File: src/rtl/alu_btn_sequencer.sv
// alu_btn_sequencer
//
// Sits between the board buttons/switches and the 8-bit add/sub ALU. Each raw button
// is synchronized and debounced. Simultaneous presses are arbitrated with priority
// store1 > store2 > add > sub. Each accepted command produces exactly one single-cycle
// alu_* pulse. Operand validity is tracked, and a stable operand byte is driven out.
//
// Optional build macro: SEQ_TIMEOUT_EN. When defined, operands that stay idle for
// TIMEOUT_CYCLES are invalidated and a one-cycle timeout pulse is emitted. When it is
// not defined, timeout is tied low.
//
// Ports:
//   clk, rst          system clock, synchronous active-high reset
//   btn_store1/2      raw buttons: load operand A / B from sw
//   btn_add/sub       raw buttons: request A+B / A-B
//   sw[7:0]           operand switches
//   alu_store1/2      one-cycle pulse: ALU latches op_data as A / B
//   alu_add/sub       one-cycle pulse: ALU adds / subtracts
//   op_data[7:0]      registered operand presented to the ALU
//   a_vld, b_vld      operand A / B loaded
//   err               sticky: last arithmetic command was rejected
//   busy              sequencer not idle
//   timeout           one-cycle pulse on operand expiry
module alu_btn_sequencer #(
  parameter int unsigned DEBOUNCE_CYCLES = 16,
  parameter int unsigned CNT_W           = 20,
  parameter int unsigned TIMEOUT_CYCLES  = 64
) (
  input  logic       clk,
  input  logic       rst,
  input  logic       btn_store1,
  input  logic       btn_store2,
  input  logic       btn_add,
  input  logic       btn_sub,
  input  logic [7:0] sw,
  output logic       alu_store1,
  output logic       alu_store2,
  output logic       alu_add,
  output logic       alu_sub,
  output logic [7:0] op_data,
  output logic       a_vld,
  output logic       b_vld,
  output logic       err,
  output logic       busy,
  output logic       timeout
);

  if (DEBOUNCE_CYCLES < 1 || TIMEOUT_CYCLES < 1) begin : g_bad_params
    $error("DEBOUNCE_CYCLES and TIMEOUT_CYCLES must be at least 1");
  end

  localparam logic [1:0] StIdle    = 2'd0;
  localparam logic [1:0] StIssue   = 2'd1;
  localparam logic [1:0] StRelease = 2'd2;

  // Bit order everywhere: [0] store1, [1] store2, [2] add, [3] sub.
  logic [3:0] btn_raw;
  logic [3:0] sync1_q, sync2_q, db_q, db_prev_q;
  logic [CNT_W-1:0] db_cnt_q [4];
  logic [3:0] press, grant;
  logic [1:0] state_q, state_d;
  logic       accept, expire;

  assign btn_raw = {btn_sub, btn_add, btn_store2, btn_store1};

  // Synchronizer and debouncer. The level flips only after DEBOUNCE_CYCLES
  // consecutive cycles of disagreement with the synchronized input.
  always_ff @(posedge clk) begin
    if (rst) begin
      sync1_q   <= '0;
      sync2_q   <= '0;
      db_q      <= '0;
      db_prev_q <= '0;
      for (int i = 0; i < 4; i++) db_cnt_q[i] <= '0;
    end else begin
      sync1_q   <= btn_raw;
      sync2_q   <= sync1_q;
      db_prev_q <= db_q;
      for (int i = 0; i < 4; i++) begin
        if (sync2_q[i] == db_q[i]) begin
          db_cnt_q[i] <= '0;
        end else if (db_cnt_q[i] == CNT_W'(DEBOUNCE_CYCLES - 1)) begin
          db_q[i]     <= sync2_q[i];
          db_cnt_q[i] <= '0;
        end else begin
          db_cnt_q[i] <= db_cnt_q[i] + CNT_W'(1);
        end
      end
    end
  end

  assign press = db_q & ~db_prev_q;

  // Fixed priority; losing events are simply dropped.
  always_comb begin
    grant = 4'b0000;
    if (press[0])      grant = 4'b0001;
    else if (press[1]) grant = 4'b0010;
    else if (press[2]) grant = 4'b0100;
    else if (press[3]) grant = 4'b1000;
  end

  assign accept = (state_q == StIdle) && (grant != 4'b0000);

  always_comb begin
    state_d = state_q;
    case (state_q)
      StIdle:    if (accept) state_d = StIssue;
      StIssue:   state_d = StRelease;
      StRelease: if (db_q == 4'b0000) state_d = StIdle;
      default:   state_d = StIdle;
    endcase
  end

  assign busy = (state_q != StIdle);

  always_ff @(posedge clk) begin
    if (rst) begin
      state_q    <= StIdle;
      alu_store1 <= 1'b0;
      alu_store2 <= 1'b0;
      alu_add    <= 1'b0;
      alu_sub    <= 1'b0;
      op_data    <= 8'h00;
      a_vld      <= 1'b0;
      b_vld      <= 1'b0;
      err        <= 1'b0;
    end else begin
      state_q    <= state_d;
      // Pulses are registered on acceptance, so they are high only during ISSUE.
      alu_store1 <= accept & grant[0];
      alu_store2 <= accept & grant[1];
      alu_add    <= accept & grant[2] & a_vld & b_vld;
      alu_sub    <= accept & grant[3] & a_vld & b_vld;
      if (expire) begin
        a_vld <= 1'b0;
        b_vld <= 1'b0;
      end
      if (accept) begin
        if (grant[0] || grant[1]) begin
          op_data <= sw;
          err     <= 1'b0;
          if (grant[0]) a_vld <= 1'b1;
          if (grant[1]) b_vld <= 1'b1;
        end else begin
          // Arithmetic: rejected (no pulse, err set) unless both operands loaded.
          err <= ~(a_vld & b_vld);
        end
      end
    end
  end

`ifdef SEQ_TIMEOUT_EN
  logic [CNT_W-1:0] idle_cnt_q;
  logic             counting;

  // An accepted event in the expiry cycle suppresses the expiry.
  assign counting = (state_q == StIdle) && (a_vld || b_vld) && !accept;
  assign expire   = counting && (idle_cnt_q == CNT_W'(TIMEOUT_CYCLES - 1));

  always_ff @(posedge clk) begin
    if (rst) begin
      idle_cnt_q <= '0;
      timeout    <= 1'b0;
    end else begin
      timeout <= expire;
      if (!counting || expire) idle_cnt_q <= '0;
      else                     idle_cnt_q <= idle_cnt_q + CNT_W'(1);
    end
  end
`else
  assign expire  = 1'b0;
  assign timeout = 1'b0;
`endif

endmodule
File: config.mk
export PLATFORM = sky130hd
export DESIGN_NAME = alu_btn_sequencer
export DESIGN_NICKNAME = d
export VERILOG_FILES = /design/src/rtl/alu_btn_sequencer.sv
export SDC_FILE = /design/constraint.sdc
export NUM_CORES = 1
export LEC_CHECK = 0
export CAP_MARGIN = 20
export CORE_MARGIN = 4
export CORE_UTILIZATION = 45
export CTS_CLUSTER_SIZE = 28
export DETAILED_ROUTE_END_ITERATION = 16
export PLACE_DENSITY = 0.65
export SYNTH_ARGS = -nofsm -noshare
export SYNTH_HDL_FRONTEND = slang
export SYNTH_SLANG_ARGS = --single-unit
File: constraint.sdc
create_clock -name clk -period 4.53 [get_ports clk]
set_input_delay 1.1325 -clock clk [delete_from_list [all_inputs] [get_ports clk]]
set_output_delay 1.1325 -clock clk [all_outputs]
set_load 0.1 [all_outputs]
==> out/metrics.cfg, run 1 <==
[clocking]
postCtsSetupRepairBufs=0
cts_tree=built
clock_latency_ns=0.41
clock_sinks=113
cts.htree.levels=4
hold_buffers=0
cts_buffers=17
clk_pin_slew_ns=0.05
cts_buffer_depth=2
cts_resized=0
cts-root-buf=clkbuf_16

[floorplanning]
num_rows=40
dieHeight_um=119.1
ios=31
initial_core_util_pct=46.06
fp.dieArea_sq_um=14190
die_w_um=119.1
core_area_sq_um=12060

[timing]
rsz0062_at_grt=false
slew_viol_final=0
timing.max_slew.rel_slack_pct=33.93
tns_ns=0
setup_violations=0
hold_viol=0
fin_crit_ns=3.258
holdWs_ns=0.4341
fmax_mhz=306.9
period_share_pct=71.93
finClkSkew_ns=0.006341
max_slew.worst_pin.slew_ns=0.9880

[global_route]
grt_max_degree=21
grt_pass1_vias=4102
grt_overflow=0
antenna_found_initial=0
grt_pass1_wl_mm=18.09
grt_usage_pct=15.65

[layout]
diodes=0
fin_util_pct=57.13
final_cell_mix=93 x nor2_1, 81 x conb_1, 80 x edfxtp_1
synthToLayoutAreaGrowth_pct=24.03
layout.nets=674
stdcell_count=837
drive_gt1_share_pct=6.577
layout.cells.most_common=nor2_1

[detailed_routing]
dr.pass1.iters=4
drc=0
vias=4167
ant_nets=0
vias_per_cell=4.978
drt_iter0_drc=241
wl_per_cell_um=12.39
finalWirelength_mm=10.37

[setup_path]
r2r_start=db_cnt_q[1][0]$_SDFFCE_PN0P_
r2r_slack_ns=2.12
worstPathMaxFanout=5
cp.arrival_ns=2.13
critPathLaunchType=register
worstSetupPathType=reg2out
end_kind=output port
required_ns=3.40
startpoint=state_q[1]$_SDFFE_PP0P_

[power_and_ir_drop]
ir_drop_mv=0.1785
leakagePower_nw=2.423
p_per_area_nw_per_um2=361.4

[synth]
synth-main-ff-cell=edfxtp_1
synthCells=536
synth-edff-count=80
ys_ff_latch=113
synth_cell_type_count=40
yosysSeqAreaShare_pct=55.14
yosysWarnings=0
netlist_area_sq_um=5555
postSynthAreaPerCell_sq_um=10.36
ys_async_sr_fraction_pct=0

[placed_design]
dp_cells=805
dp_hpwl_mm=7.444
io_buffer_count=29
gp_congestion=0.7971

[outcome]
status=completed

[min_path]
worstHoldStart=sync1_q[3]$_SDFF_PP0_
min_path_type=reg2reg

[job]
maxCapViolCount=0

[sequential cells by signal (all words and copies together), names as in the netlist]
register,flops
db_cnt_q,80
op_data,8
db_prev_q,4
db_q,4
sync1_q,4
sync2_q,4
state_q,2
a_vld,1
alu_add,1
alu_store1,1
alu_store2,1
alu_sub,1
b_vld,1
err,1
[cell type report]
cell class,count,area (sq um)
Timing Repair Buffer,35,335.3
Clock inverter,6,55.05
Fill cell,1063,5171
Tap cell,168,210.2
Clock buffer,26,489.2
Inverter,17,63.81
Multi-Input combinational cell,472,2674
Sequential cell,113,3063
[power by group]
group	internal, mW	switching, mW
Clock	0.791	0.427
Sequential	1.14	0.0393
Combinational	0.0402	0.0501
[Yosys cell counts, types with 13 or more instances]
cell	n	area [sq um]
nor2_1	93	349.1
nand4_1	16	100.1
a21oi_1	18	90.09
nand2_1	23	86.33
inv_1	17	63.81
o21ai_0	18	90.09
nor4_1	27	168.9
dfxtp_1	33	660.6
xor2_1	13	113.9
edfxtp_1	80	2402
nand3_1	29	145.1
nor2b_1	16	100.1
or3_1	17	106.4
xnor2_1	47	411.6
[stage by stage]
stage / worst slack (ns) / total power, mW / area (sq um)
2_1_floorplan: 2.360 / 1.256 / 5852
3_3_place_gp: 1.542 / 1.286 / 6346
3_5_place_dp: 1.497 / 1.289 / 6346
4_1_cts: 1.247 / 2.514 / 6890
5_1_grt: 1.177 / 2.585 / 6890
6_report: 1.272 / 2.490 / 6890
[routing by layer]
layer,up-vias,track usage [%],routed length [um]
met5,-,0,0
met4,0,7.169,200
met3,21,4.511,367
met2,67,25.57,5025
met1,1968,19.14,4775
li1,2111,-,-
[final timing paths]
kind                            cells after the start                             to
worst max register to register                      6  db_cnt_q[1][12]$_SDFFCE_PN0P_
worst min register to register                      1          sync2_q[3]$_SDFF_PP0_
worst max-delay path                                3                           busy
worst min-delay path                                1          sync2_q[3]$_SDFF_PP0_
[kinds of logic after synthesis]
logic type      after synthesis  share of synthesized area [%]
compound gates               47                          4.730
xor+xnor                     60                          9.459
fa+ha+maj                     4                         0.9009
buf+inv                      30                          2.207
flops                       113                          55.13
mux                          10                          1.824
other cells                   2                         0.1352
simple gates                270                          25.61
[worst max-delay path, stage by stage, from the launching register on]
cell and delay, ns:
dfxtp_1 0.36, nor2_1 0.11, inv_1 0.09, clkdlybuf4s50_1 1.14
(Power assumes the default switching activity.)
==> inputs of run 2 (changes only) <==
- clock period: 4.53 -> 3.29 ns (I/O delays scaled with it)
==> run 2 against run 1 <==
Sequential share of layout area up 0.11 points. Critical path type unchanged. Sequential power up 38%. Largest cell class unchanged. Routed wire length up 1.3%. Design area down 0.25%. Critical path depth unchanged. Die area unchanged.
==> out/metrics.cfg, run 2 (synthesis results as in run 1) <==
[detailed_routing]
drc=0  ; unchanged
vias_per_cell=4.977  ; about the same
drt_iter0_drc=189  ; -22%
finalWirelength_mm=10.50  ; +1.3%
ant_nets=0  ; unchanged
vias=4171  ; +0.096%
wl_per_cell_um=12.53  ; +1.1%
dr.pass1.iters=6  ; +2

[setup_path]
cp.arrival_ns=1.37  ; -0.76 ns
required_ns=2.47  ; -0.93 ns
end_kind=output port
critPathLaunchType=register
worstPathMaxFanout=5  ; unchanged
worstSetupPathType=reg2out

[global_route]
grt_max_degree=21  ; unchanged
grt_pass1_wl_mm=18.14  ; +0.27%
grt_usage_pct=15.85  ; +0.20 points
antenna_found_initial=0  ; unchanged
grt_overflow=0  ; unchanged
grt_pass1_vias=4005  ; -2.4%

[job]
maxCapViolCount=0  ; unchanged

[layout]
final_cell_mix=93 x nor2_1, 81 x conb_1, 80 x edfxtp_1
largest_reg_flops=80  ; unchanged
top_register=db_cnt_q
n_fill_cell=1088  ; +2.4%
stdcell_count=838  ; +0.12%
multi_input_area_sq_um=2674  ; unchanged
synthToLayoutAreaGrowth_pct=23.72
drive_gt1_share_pct=9.403  ; +2.8 points
layout.cells.most_common=nor2_1
diodes=0  ; unchanged
reg.largest.list=db_cnt_q x80, op_data x8
layout.nets=675  ; +0.15%
regArea_sq_um=3063  ; unchanged

[power_and_ir_drop]
power_frac_clock_pct=49.4  ; +0.5 points
p_per_area_nw_per_um2=503.6  ; +39%
switching_share_pct=21.58  ; +0.83 points
power_frac_comb_pct=3.6  ; about the same
power_mw=3.461  ; +39%
leakagePower_nw=2.473  ; +2.1%
p_switching_mw=0.7469  ; +45%
ir_drop_mv=0.2851  ; +60%
internal_power_mw=2.714  ; +38%
p_seq_share_pct=47.0  ; -0.5 points

[clocking]
cts_resized=0  ; unchanged
clk_pin_slew_ns=0.06  ; about the same
cts_buffers=17  ; unchanged
cts-root-buf=clkbuf_16
cts_buffer_depth=2  ; unchanged
clock_sinks=113  ; unchanged
cts.htree.levels=4  ; unchanged
clock_latency_ns=0.41  ; about the same
cts_tree=built
hold_buffers=0  ; unchanged
postCtsSetupRepairBufs=0  ; unchanged

[timing]
rsz0062_at_grt=false
hold_viol=0  ; unchanged
slew_viol_final=0  ; unchanged
timing.max_slew.rel_slack_pct=60.54  ; +27 points
setup_violations=0  ; unchanged
finClkSkew_ns=0.007981  ; +0.001640 ns
period_share_pct=66.74
fin_crit_ns=2.196
fmax_mhz=455.4
max_slew.worst_pin.slew_ns=0.5866  ; -0.4014 ns
tns_ns=0  ; unchanged

[placed_design]
gp_congestion=0.7728  ; -3.0%
io_buffer_count=29  ; unchanged
dp_hpwl_mm=7.418  ; -0.35%
dp_cells=806  ; +0.12%

[floorplanning]
core_area_sq_um=12060  ; unchanged
fp.dieArea_sq_um=14190  ; unchanged
ios=31  ; unchanged
num_rows=40  ; unchanged
die_w_um=119.1  ; unchanged
dieHeight_um=119.1  ; unchanged
initial_core_util_pct=46.06  ; unchanged

[outcome]
status=completed

[min_path]
min_path_type=reg2reg

run 2: changes by cell type in the layout (fill, tap and decap cells not counted):
cell | previous run | this run
inv_4 | 0 | 3
clkbuf_1 | 6 | 3
clkbuf_16 | 17 | 20
clkbuf_8 | 3 | 0
clkinv_1 | 0 | 1
clkdlybuf4s50_1 | 29 | 13
buf_4 | 6 | 23
bufinv_16 | 1 | 0
run 2: layout make-up:
cell class / instances / share of cell area, %
timing repair buffer: 36 / 4.406
sequential: 113 / 44.57
clock buffer: 23 / 7.446
tap: 168 / 3.058
clock inverter: 9 / 0.6918
multi-input combinational: 472 / 38.90
inverter: 17 / 0.9285
run 2: final timing paths:
kind	startpoint	end	slack, ns	cells past startpoint
max	state_q[1]$_SDFFE_PP0P_	busy	1.09	3
max reg2reg	db_cnt_q[1][0]$_SDFFCE_PN0P_	db_cnt_q[1][18]$_SDFFCE_PN0P_	1.24	5
min reg2reg	sync1_q[3]$_SDFF_PP0_	sync2_q[3]$_SDFF_PP0_	0.43	1
min	sync1_q[3]$_SDFF_PP0_	sync2_q[3]$_SDFF_PP0_	0.43	1
run 2: power by group through the flow:
stage	clock network (mW)	registers, mW	logic (mW)
floorplan	0	1.64	0.0927
global placement	0	1.65	0.121
detailed placement	0	1.65	0.123
CTS	1.75	1.62	0.124
global route	1.82	1.63	0.144
finish	1.71	1.63	0.126
run 2: worst max-delay path, cell delays in order, from the launching register on:
cell     delay (ns)
dfxtp_1        0.33
nor2_1         0.29
inv_1          0.10
buf_4          0.24
run 2: metrics by stage:
| stage | worst slack (ns) | util, % | area [sq um] | hold slack (ns) |
|---|---|---|---|---|
| floorplan | 1.308 | - | 5852 | 0.4138 |
| global placement | 0.8056 | 52.34 | 6314 | 0.4188 |
| detailed placement | 0.7548 | 52.34 | 6314 | 0.4291 |
| CTS | 1.061 | 56.98 | 6873 | 0.4394 |
| global route | 0.9937 | 56.98 | 6873 | 0.4512 |
| finish | 1.094 | 56.98 | 6873 | 0.4337 |
run 2: per-layer routing:
metal / up-vias / wire (um) / share of wire, % / global-route usage [%]
li1: 2121 / - / - / -
met1: 1967 / 4736 / 45 / 19.38
met2: 68 / 5209 / 50 / 25.89
met3: 15 / 372 / 3.5 / 4.179
met4: 0 / 181 / 1.7 / 7.820
met5: - / 0 / 0 / 0
==> RTL edit, RTL diff (flow settings as in run 1) <==
Put one more register stage on the output `err`, cleared by the reset. The value now appears one clock later. The other outputs are not delayed to match.
--- a/src/rtl/alu_btn_sequencer.sv
+++ b/src/rtl/alu_btn_sequencer.sv
@@ -45,4 +45,6 @@
   output logic       timeout
 );
+
+  logic err_s0;
 
   if (DEBOUNCE_CYCLES < 1 || TIMEOUT_CYCLES < 1) begin : g_bad_params
@@ -125,5 +127,5 @@
       a_vld      <= 1'b0;
       b_vld      <= 1'b0;
-      err        <= 1'b0;
+      err_s0     <= 1'b0;
     end else begin
       state_q    <= state_d;
@@ -140,10 +142,10 @@
         if (grant[0] || grant[1]) begin
           op_data <= sw;
-          err     <= 1'b0;
+          err_s0  <= 1'b0;
           if (grant[0]) a_vld <= 1'b1;
           if (grant[1]) b_vld <= 1'b1;
         end else begin
           // Arithmetic: rejected (no pulse, err set) unless both operands loaded.
-          err <= ~(a_vld & b_vld);
+          err_s0 <= ~(a_vld & b_vld);
         end
       end
@@ -174,3 +176,11 @@
 `endif
 
+  always_ff @(posedge clk) begin
+    if (rst) begin
+      err <= '0;
+    end else begin
+      err <= err_s0;
+    end
+  end
+
 endmodule
Function: same outputs for any inputs over 10 cycles, from zero or initial values and one cycle with rst high; that may be too few to reach the edited logic, so the function may still have changed.
==> RTL edit against run 1 <==
Clock skew decreased by 0.00067 ns; first-iteration DRC count decreased by 1.2%; critical path depth unchanged; worst hold slack better by 0.0012 ns; synthesized area increased by 0.47%; setup slack worse by 0.0091 ns; via count shrank 0.91%; wire length rose by 0.97%; combinational power down 2.7%; cell area hardly changed; power fell by 0.17%; sequential cell count grew 1; largest cell class unchanged.
==> RTL edit: results (changes against run 1) <==
status = finished, final reports clean
clock-cell share of area = 0.0786 (-0.000377)
GPL Wtd Cong = 0.799 (+0.28%)
Final non-clock buffer share = 0.0487 (about the same)
sequential cell count = 114 (+0.88%)
Fill cells = 1064 (+0.094%)
Resize count post-CTS = 0 (unchanged)
Signal inverters = 19 (+2)
footprint of the multi-input gates = 2650 um^2 (-0.89%)
Non-Filler Instances = 835 (-0.24%)
fraction of area in multi-input gates = 0.385 (-0.00352)
Layout Skew = 0.00567 ns (-0.000674 ns)
multi-input gates = 469 (-0.64%)
adder-cell area share of the yosys netlist = 0.00897 (-0.0000424)
clock buffers = 24 (-7.7%)
P_int = 1.96 mW (-0.50%)
IO buf count = 29 (unchanged)
largest net degree at the start of global routing = 21 (unchanged)
post-layout util = 0.571 (about the same)
top post-synthesis cells by count = nor2_1, edfxtp_1, xnor2_1
worst slew pin tran = 0.995 ns (+0.00727 ns)
DP Worst Slack = 1.54 ns (+0.0453 ns)
1st-iter DRT viols = 238 (-1.2%)
share of cells above drive strength 1 = 0.0615 (-0.00430)
drt first pass iters = 5 (+1)
Avg WL per Cell = 12.5 um (+1.2%)
CP delay by family, top = buffers and inverters
register share of the cell area = 0.447 (+0.00282)
Via density = 4.94 (-0.67%)
area post-placement = 6350 um^2 (about the same)
DRC Markers = 0 (unchanged)
total global routing track utilization = 0.158 (+0.00165)
Post-CTS Setup Bufs = 0 (unchanged)
Final HPWL DP = 7410 um (-0.43%)
Post-Synth XOR/XNOR Area = 0.0894 (-0.00515)
register area share after synthesis = 0.552 (+0.000991)
VDD IR max = 0.234 mV (+31%)
main area contributors after synthesis = edfxtp_1, dfxtp_1, xnor2_1
H-Tree Depth = 4 (unchanged)
Clock Latency Late Sink = 0.41 ns (about the same)
mux cell area share after synthesis = 0.0202 (+0.00193)
Syn Area/Cell = 10.3 um^2 (-0.46%)
vias in the first global route = 4020 (-2.0%)
CP Max Fanout = 4 (-1)
Synth Area in Compound Gates = 0.0534 (+0.00605)
Synth cell types = 40 (unchanged)
leak pwr = 2.46 nW (+1.5%)
prevailing post-synth register cell = edfxtp_1
first-pass GRT wire length = 18300 um (+1.2%)
CP max stage delay = 1.16 ns (+0.02 ns)
Slowest cell on crit path = clkdlybuf4s50_1
[RTL edit: power by group through the flow]
stage          sequential, mW  combinational [mW]  clock (mW)
2_1_floorplan            1.20              0.0681           0
3_3_place_gp             1.21              0.0841           0
3_5_place_dp             1.21              0.0857           0
4_1_cts                  1.19              0.0864        1.23
5_1_grt                  1.20               0.101        1.28
6_report                 1.19              0.0879        1.21
[RTL edit: worst register-to-register path, delay by kind of cell, from the launching register on]
kind / cells / cell delay, ns
AND/OR/NAND/NOR: 3 / 1.14
flip-flops: 1 / 0.39
AO/OA/AOI/OAI: 1 / 0.15
adder cells (fa/ha/maj): 1 / 0.21
[RTL edit: cells by family (layout without fill, tap and decap cells)]
| family | after synthesis | in the layout |
|---|---|---|
| XOR/XNOR | 57 | 57 |
| buffers and inverters | 37 | 84 |
| other | 2 | 81 |
| AO/OA/AOI/OAI | 53 | 53 |
| AND/OR/NAND/NOR | 263 | 263 |
| multiplexers | 11 | 11 |
| adder cells (fa/ha/maj) | 4 | 4 |
| flip-flops | 114 | 114 |
[RTL edit: worst paths after layout]
check	slack, ns	end	start	cells past startpoint
worst min-delay path	0.44	sync2_q[0]	sync1_q[0]	1
worst max register to register	2.50	db_cnt_q[1][18]	db_cnt_q[1][0]	5
worst max-delay path	1.26	busy	state_q[1]	3
worst min register to register	0.44	sync2_q[0]	sync1_q[0]	1
[RTL edit: layer usage]
| metal | up-vias | global-route usage | share of wire |
|---|---|---|---|
| met4 | 0 | 0.0687 | 0.021 |
| li1 | 2126 | - | - |
| met5 | - | 0 | 0 |
| met3 | 17 | 0.0399 | 0.025 |
| met1 | 1938 | 0.204 | 0.48 |
| met2 | 48 | 0.253 | 0.48 |
